===== src/rtl/alu_arbiter.sv =====
// -----------------------------------------------------------------------------
// alu_arbiter
//
// Arbitrates two requesters onto one shared combinational ALU. The winning
// request's operands and opcode are registered onto alu_in1/alu_in2/alu_op.
// One cycle later the ALU result is captured into a response register. That
// response is held until the consumer takes it.
//
// Arbitration when both requesters are valid:
//   RR_EN = 1 : round-robin (the requester that did not win last time).
//   RR_EN = 0 : fixed priority, requester 0 always wins.
//
// Ports
//   clk, rst                  clock, asynchronous active-high reset
//   reqN_valid / reqN_ready   per-requester handshake (ready is combinational)
//   reqN_a, reqN_b, reqN_op   per-requester operands and opcode
//   alu_in1, alu_in2, alu_op  registered operands/opcode to the external ALU
//   alu_out                   combinational result from the external ALU
//   rsp_valid / rsp_ready     response handshake
//   rsp_id                    requester that owns the response
//   rsp_data, rsp_err         result and divide-by-zero flag
//   busy                      high whenever an operation is in flight
//   op_count                  saturating count of completed responses
// -----------------------------------------------------------------------------
module alu_arbiter #(
    parameter bit RR_EN = 1'b1
) (
    input  logic        clk,
    input  logic        rst,
    input  logic        req0_valid,
    output logic        req0_ready,
    input  logic [7:0]  req0_a,
    input  logic [7:0]  req0_b,
    input  logic [3:0]  req0_op,
    input  logic        req1_valid,
    output logic        req1_ready,
    input  logic [7:0]  req1_a,
    input  logic [7:0]  req1_b,
    input  logic [3:0]  req1_op,
    output logic [7:0]  alu_in1,
    output logic [7:0]  alu_in2,
    output logic [3:0]  alu_op,
    input  logic [7:0]  alu_out,
    output logic        rsp_valid,
    input  logic        rsp_ready,
    output logic        rsp_id,
    output logic [7:0]  rsp_data,
    output logic        rsp_err,
    output logic        busy,
    output logic [15:0] op_count
);

    localparam logic [3:0] OP_DIV = 4'b0011;

    typedef enum logic [1:0] {
        IDLE = 2'd0,
        EXEC = 2'd1,
        RESP = 2'd2
    } state_t;

    state_t      state_reg;
    state_t      state_next;

    logic        last_grant_reg;
    logic [7:0]  alu_in1_reg;
    logic [7:0]  alu_in2_reg;
    logic [3:0]  alu_op_reg;
    logic        rsp_valid_reg;
    logic        rsp_id_reg;
    logic [7:0]  rsp_data_reg;
    logic        rsp_err_reg;
    logic [15:0] op_count_reg;

    // Requester inputs gathered into arrays so the grant can index them.
    logic [1:0]  req_valid;
    logic [7:0]  req_a  [2];
    logic [7:0]  req_b  [2];
    logic [3:0]  req_op [2];
    logic [1:0]  req_ready;

    logic        grant_valid;
    logic        grant_id;
    logic        div_by_zero;

    assign req_valid = {req1_valid, req0_valid};
    assign req_a[0]  = req0_a;
    assign req_a[1]  = req1_a;
    assign req_b[0]  = req0_b;
    assign req_b[1]  = req1_b;
    assign req_op[0] = req0_op;
    assign req_op[1] = req1_op;

    // Winner selection. With a single valid requester it simply wins; on a
    // tie the policy depends on RR_EN. last_grant resets to 1 so that
    // requester 0 takes the first tie after reset.
    always_comb begin
        grant_valid = |req_valid;
        grant_id    = 1'b0;
        if (&req_valid) begin
            grant_id = RR_EN ? ~last_grant_reg : 1'b0;
        end else begin
            grant_id = req_valid[1];
        end
    end

    // Ready only in IDLE and only for the single winner. The rst term keeps
    // both readies low while reset is held, even though the state register
    // already reads IDLE then.
    generate
        for (genvar gi = 0; gi < 2; gi++) begin : g_ready
            assign req_ready[gi] = (state_reg == IDLE) && !rst && grant_valid
                                   && (grant_id == 1'(gi));
        end
    endgenerate

    assign req0_ready = req_ready[0];
    assign req1_ready = req_ready[1];

    assign div_by_zero = (alu_op_reg == OP_DIV) && (alu_in2_reg == 8'h00);

    // State register
    always_ff @(posedge clk or posedge rst) begin
        if (rst) begin
            state_reg <= IDLE;
        end else begin
            state_reg <= state_next;
        end
    end

    // Next-state logic. The RESP -> IDLE transition never accepts a new
    // request on the same edge, which gives the three-cycle minimum spacing.
    always_comb begin
        state_next = state_reg;
        case (state_reg)
            IDLE:    if (grant_valid) state_next = EXEC;
            EXEC:    state_next = RESP;
            RESP:    if (rsp_ready) state_next = IDLE;
            default: state_next = IDLE;
        endcase
    end

    // Datapath registers
    always_ff @(posedge clk or posedge rst) begin
        if (rst) begin
            last_grant_reg <= 1'b1;
            alu_in1_reg    <= 8'h00;
            alu_in2_reg    <= 8'h00;
            alu_op_reg     <= 4'h0;
            rsp_valid_reg  <= 1'b0;
            rsp_id_reg     <= 1'b0;
            rsp_data_reg   <= 8'h00;
            rsp_err_reg    <= 1'b0;
            op_count_reg   <= 16'h0000;
        end else begin
            case (state_reg)
                IDLE: begin
                    if (grant_valid) begin
                        alu_in1_reg    <= req_a[grant_id];
                        alu_in2_reg    <= req_b[grant_id];
                        alu_op_reg     <= req_op[grant_id];
                        rsp_id_reg     <= grant_id;
                        last_grant_reg <= grant_id;
                    end
                end
                EXEC: begin
                    // A zero divisor yields a flagged zero result; whatever
                    // the external ALU produces in that case is discarded.
                    if (div_by_zero) begin
                        rsp_data_reg <= 8'h00;
                        rsp_err_reg  <= 1'b1;
                    end else begin
                        rsp_data_reg <= alu_out;
                        rsp_err_reg  <= 1'b0;
                    end
                    rsp_valid_reg <= 1'b1;
                end
                RESP: begin
                    if (rsp_ready) begin
                        rsp_valid_reg <= 1'b0;
                        if (op_count_reg != 16'hFFFF) begin
                            op_count_reg <= op_count_reg + 16'd1;
                        end
                    end
                end
                default: begin
                end
            endcase
        end
    end

    assign alu_in1   = alu_in1_reg;
    assign alu_in2   = alu_in2_reg;
    assign alu_op    = alu_op_reg;
    assign rsp_valid = rsp_valid_reg;
    assign rsp_id    = rsp_id_reg;
    assign rsp_data  = rsp_data_reg;
    assign rsp_err   = rsp_err_reg;
    assign op_count  = op_count_reg;
    assign busy      = (state_reg != IDLE);

endmodule

===== config.mk =====
export PLATFORM = sky130hd
export DESIGN_NAME = alu_arbiter
export DESIGN_NICKNAME = d
export VERILOG_FILES = /design/src/rtl/alu_arbiter.sv
export SDC_FILE = /design/constraint.sdc
export NUM_CORES = 1
export LEC_CHECK = 0
export CORE_MARGIN = 1.5
export CORE_UTILIZATION = 43
export CTS_BUF_LIST = sky130_fd_sc_hd__clkbuf_8
export DETAILED_ROUTE_END_ITERATION = 10
export PLACE_DENSITY = 0.83
export SYNTH_ARGS = -nofsm -noshare
export SYNTH_HDL_FRONTEND = slang
export SYNTH_SLANG_ARGS = --single-unit

===== constraint.sdc =====
create_clock -name clk -period 1.79 [get_ports clk]
set_input_delay 0.179 -clock clk [delete_from_list [all_inputs] [get_ports clk]]
set_output_delay 0.179 -clock clk [all_outputs]
set_load 0.005 [all_outputs]

==> results of run 1 <==
what timing repair did:
| item | 4_1_cts | 5_1_grt |
|---|---|---|
| gates resized for setup | 4 | 0 |
| pin swaps | 1 | 1 |
| hold endpoints to repair | 0 | 0 |
| setup buffers | 3 | 0 |
| endpoints found under the setup margin | 2 | 4 |
path summary, 6_finish.rpt:
kind                              startpoint          end  slack, ns  cells after the start
worst min register to register     rsp_valid    rsp_valid       0.48                      2
worst max-delay path            op_count[12]  op_count[1]       0.10                      5
min in group clk                  alu_out[3]  rsp_data[3]       0.47                      2
max in group asynchronous                rst   alu_in1[4]       0.94                      3
worst max register to register  op_count[12]  op_count[1]       0.10                      5
worst min-delay path                     rst  rsp_data[7]       0.43                      3
layout make-up:
class	count	area share
clock buffers	5	0.01923
well taps	70	0.02448
clock inverters	3	0.005944
multi-input cells	139	0.2696
flip-flops and latches	50	0.3500
repair buffers	122	0.3266
inverters	4	0.004196
cells in the mapped netlist (all sizes together):
cell type / n
a21boi: 1
a21oi: 2
a22o: 9
a31oi: 2
and3: 4
and4: 1
buf: 4
clkbuf: 5
dfrtp: 49
dfstp: 1
ha: 1
inv: 4
mux2: 1
mux2i: 20
nand2: 27
nand2b: 2
nand3: 4
nand3b: 1
nand4: 8
nor2: 2
nor3: 7
nor3b: 1
nor4: 7
nor4b: 1
o21ai: 22
or2: 1
xnor2: 4
xor2: 11
per-layer routing:
metal	share of wire	global-route usage	vias up	routed length (µm)
li1	-	-	960	-
met4	0.0065	0.05159	0	34
met5	0	0	-	0
met1	0.42	0.2421	910	2186
met3	0.062	0.06481	4	324
met2	0.51	0.3450	60	2686
through the flow:
| step | setup slack (ns) | utilization | cell area, µm² | hold slack [ns] |
|---|---|---|---|---|
| after CTS | 0.03268 | 0.7051 | 3578 | 0.4463 |
| final | 0.1011 | 0.7051 | 3578 | 0.4322 |
| after floorplan | 0.05798 | - | 2263 | 0.2490 |
| after global placement | -0.003604 | 0.6820 | 3461 | 0.4628 |
| after global routing | 0.0007514 | 0.7051 | 3578 | 0.4609 |
| after detailed placement | -0.03060 | 0.6820 | 3461 | 0.4679 |
power groups by stage:
| stage | sequential [µW] | combinational (µW) | clock, µW |
|---|---|---|---|
| after floorplan | 1910 | 791 | 0 |
| after CTS | 1850 | 2190 | 673 |
| after global placement | 1860 | 2080 | 0 |
| after global routing | 1910 | 2380 | 716 |
| final | 1850 | 2150 | 648 |
| after detailed placement | 1880 | 2120 | 0 |
layout by cell type (no fill, tap or decap), types with 4 or more instances in the layout:
cell type | synthesis | layout
a22o_1 | 9 | 9
and3_1 | 4 | 4
buf_4 | 2 | 20
clkbuf_8 | 0 | 5
clkdlybuf4s50_1 | 0 | 100
dfrtp_1 | 49 | 49
mux2i_1 | 20 | 20
nand2_1 | 27 | 27
nand3_1 | 4 | 4
nand4_1 | 6 | 6
nor3_1 | 7 | 6
nor4_1 | 6 | 6
o21ai_0 | 21 | 21
xnor2_1 | 4 | 4
xor2_1 | 11 | 11
critical path: stages (launching register included):
cell	delay (ns)
dfrtp_1	0.44
nand4_1	0.21
nor4_4	0.36
buf_4	0.22
nor2_2	0.06
mux2_4	0.29
cell families after synthesis:
| group | count (synthesis) |
|---|---|
| AND/OR/NAND/NOR | 66 |
| flip-flops | 50 |
| AO/OA/AOI/OAI | 36 |
| multiplexers | 21 |
| XOR/XNOR | 15 |
| buffers and inverters | 13 |
| adder cells (fa/ha/maj) | 1 |
==> flow_summary.yaml, run 1 <==
run_status:
  status: "completed"
finish:
  nFillCells: 419
  multi_input_area_um2: 964.7
  antenna_cells: 0
  finalNonFillerCells: 393
  layout-drive-gt1-share: 0.1238
  syn_to_final_growth_pct: 58.10
  largest_reg_flops: 16
  nets: 376
  seqCellArea_um2: 1252
routing:
  drt-wirelength-per-cell_um: 13.31
  drt_wl_total_mm: 5.232
  ant_nets: 0
  via_count: 1934
  drc: 0
  first_pass_iters: 4
  drt_iter0_markers: 94
  via_per_inst: 4.921
synthesis:
  synth_xor_area_frac: 0.05804
  yosys_warnings: 0
  ys_seq_elements: 50
  synth_area_leaders: "dfrtp_1 54%, mux2i_1 8.8%, o21ai_0 4.6%"
  synth_compound_area_frac: 0.09840
  syn-cell-area_um2: 2263
  avgSynthCellArea_um2: 11.21
  synth_top_cell_by_area: "dfrtp_1"
  synth_top_family_by_area: "simple AND/OR/NAND/NOR gates"
  muxShareOfSynthArea: 0.09508
  synth_cells: 202
  yosys.area_share.simple: 0.1609
  synth_seq_area_share: 0.5533
  synth_top_area_frac: 0.5417
  ys_types: 34
  syn-num-nets: 256
  synth_adder_area_share: 0.005528
floorplanning:
  die-width_um: 75.55
  pin_count: 103
  start_util: 0.4460
  coreArea_um2: 5075
  fp-row-count: 26
  die-height_um: 75.55
  dieArea_um2: 5708
sta:
  drv_slew: 0
  relSlewSlack: 0.4517
  rsz0062_at_grt: "no"
  finalSetupTns_ns: 0
  period_share: 0.9435
  setup_violations: 0
  worst_pin_slew_ns: 0.8187
  max_freq_ghz: 0.5921
  fin_crit_ns: 1.689
  fin_skew_ns: 0.009763
  hold_viol: 0
cts:
  holdBufCountCts: 0
  path_clk_slew_ns: 0.10
  cts_made_buffers: 5
  cts_buffer_depth: 2
  h-tree-depth: 2
  root_buffer: "clkbuf_8"
  cts_tree: "built"
  clock-sinks: 50
  clock_latency_ns: 0.30
power:
  power_density_nw_per_um2: 1300
  seq_power_share: 0.398
  comb_power_share: 0.462
  swShare: 0.3230
  switching_power_uw: 1502
  p_leak_uw: 0.001622
  peakVddDrop_v: 0.0006642
  p_int_uw: 3149
  clock_power_share: 0.139
  power_uw: 4652
global_routing:
  grt_overflow: 0
  grt_max_degree: 51
  grt_usage: 0.1999
  grt_pass1_vias: 1905
  grt_pass1_wl_mm: 8.687
  antenna_found_initial: 0
setup_path:
  crit_fanout: 9
  cp.arrival_ns: 1.88
  end_kind: "flop"
  critPathKind: "flop to flop"
  cp.required_ns: 1.98
  start_kind: "flop"
placement:
  place_hpwl_mm: 3.969
  gp_congestion: 0.8214
  placed_cells: 382
  port_buffers: 102
job:
  drv_cap: 0
hold_path:
  min_path_type: "input port to async pin"
Note: power is estimated with default switching activity, not from simulation.
==> inputs of run 2 (changes only) <==
--- a/config.mk
+++ b/config.mk
@@ -10,6 +10,7 @@
 export CTS_BUF_LIST = sky130_fd_sc_hd__clkbuf_8
 export DETAILED_ROUTE_END_ITERATION = 10
 export PLACE_DENSITY = 0.83
+export SLEW_MARGIN = 10
 export SYNTH_ARGS = -nofsm -noshare
 export SYNTH_HDL_FRONTEND = slang
 export SYNTH_SLANG_ARGS = --single-unit
==> results of run 2 <==
No change in the layout: final DEF, timing and power equal those of run 1.
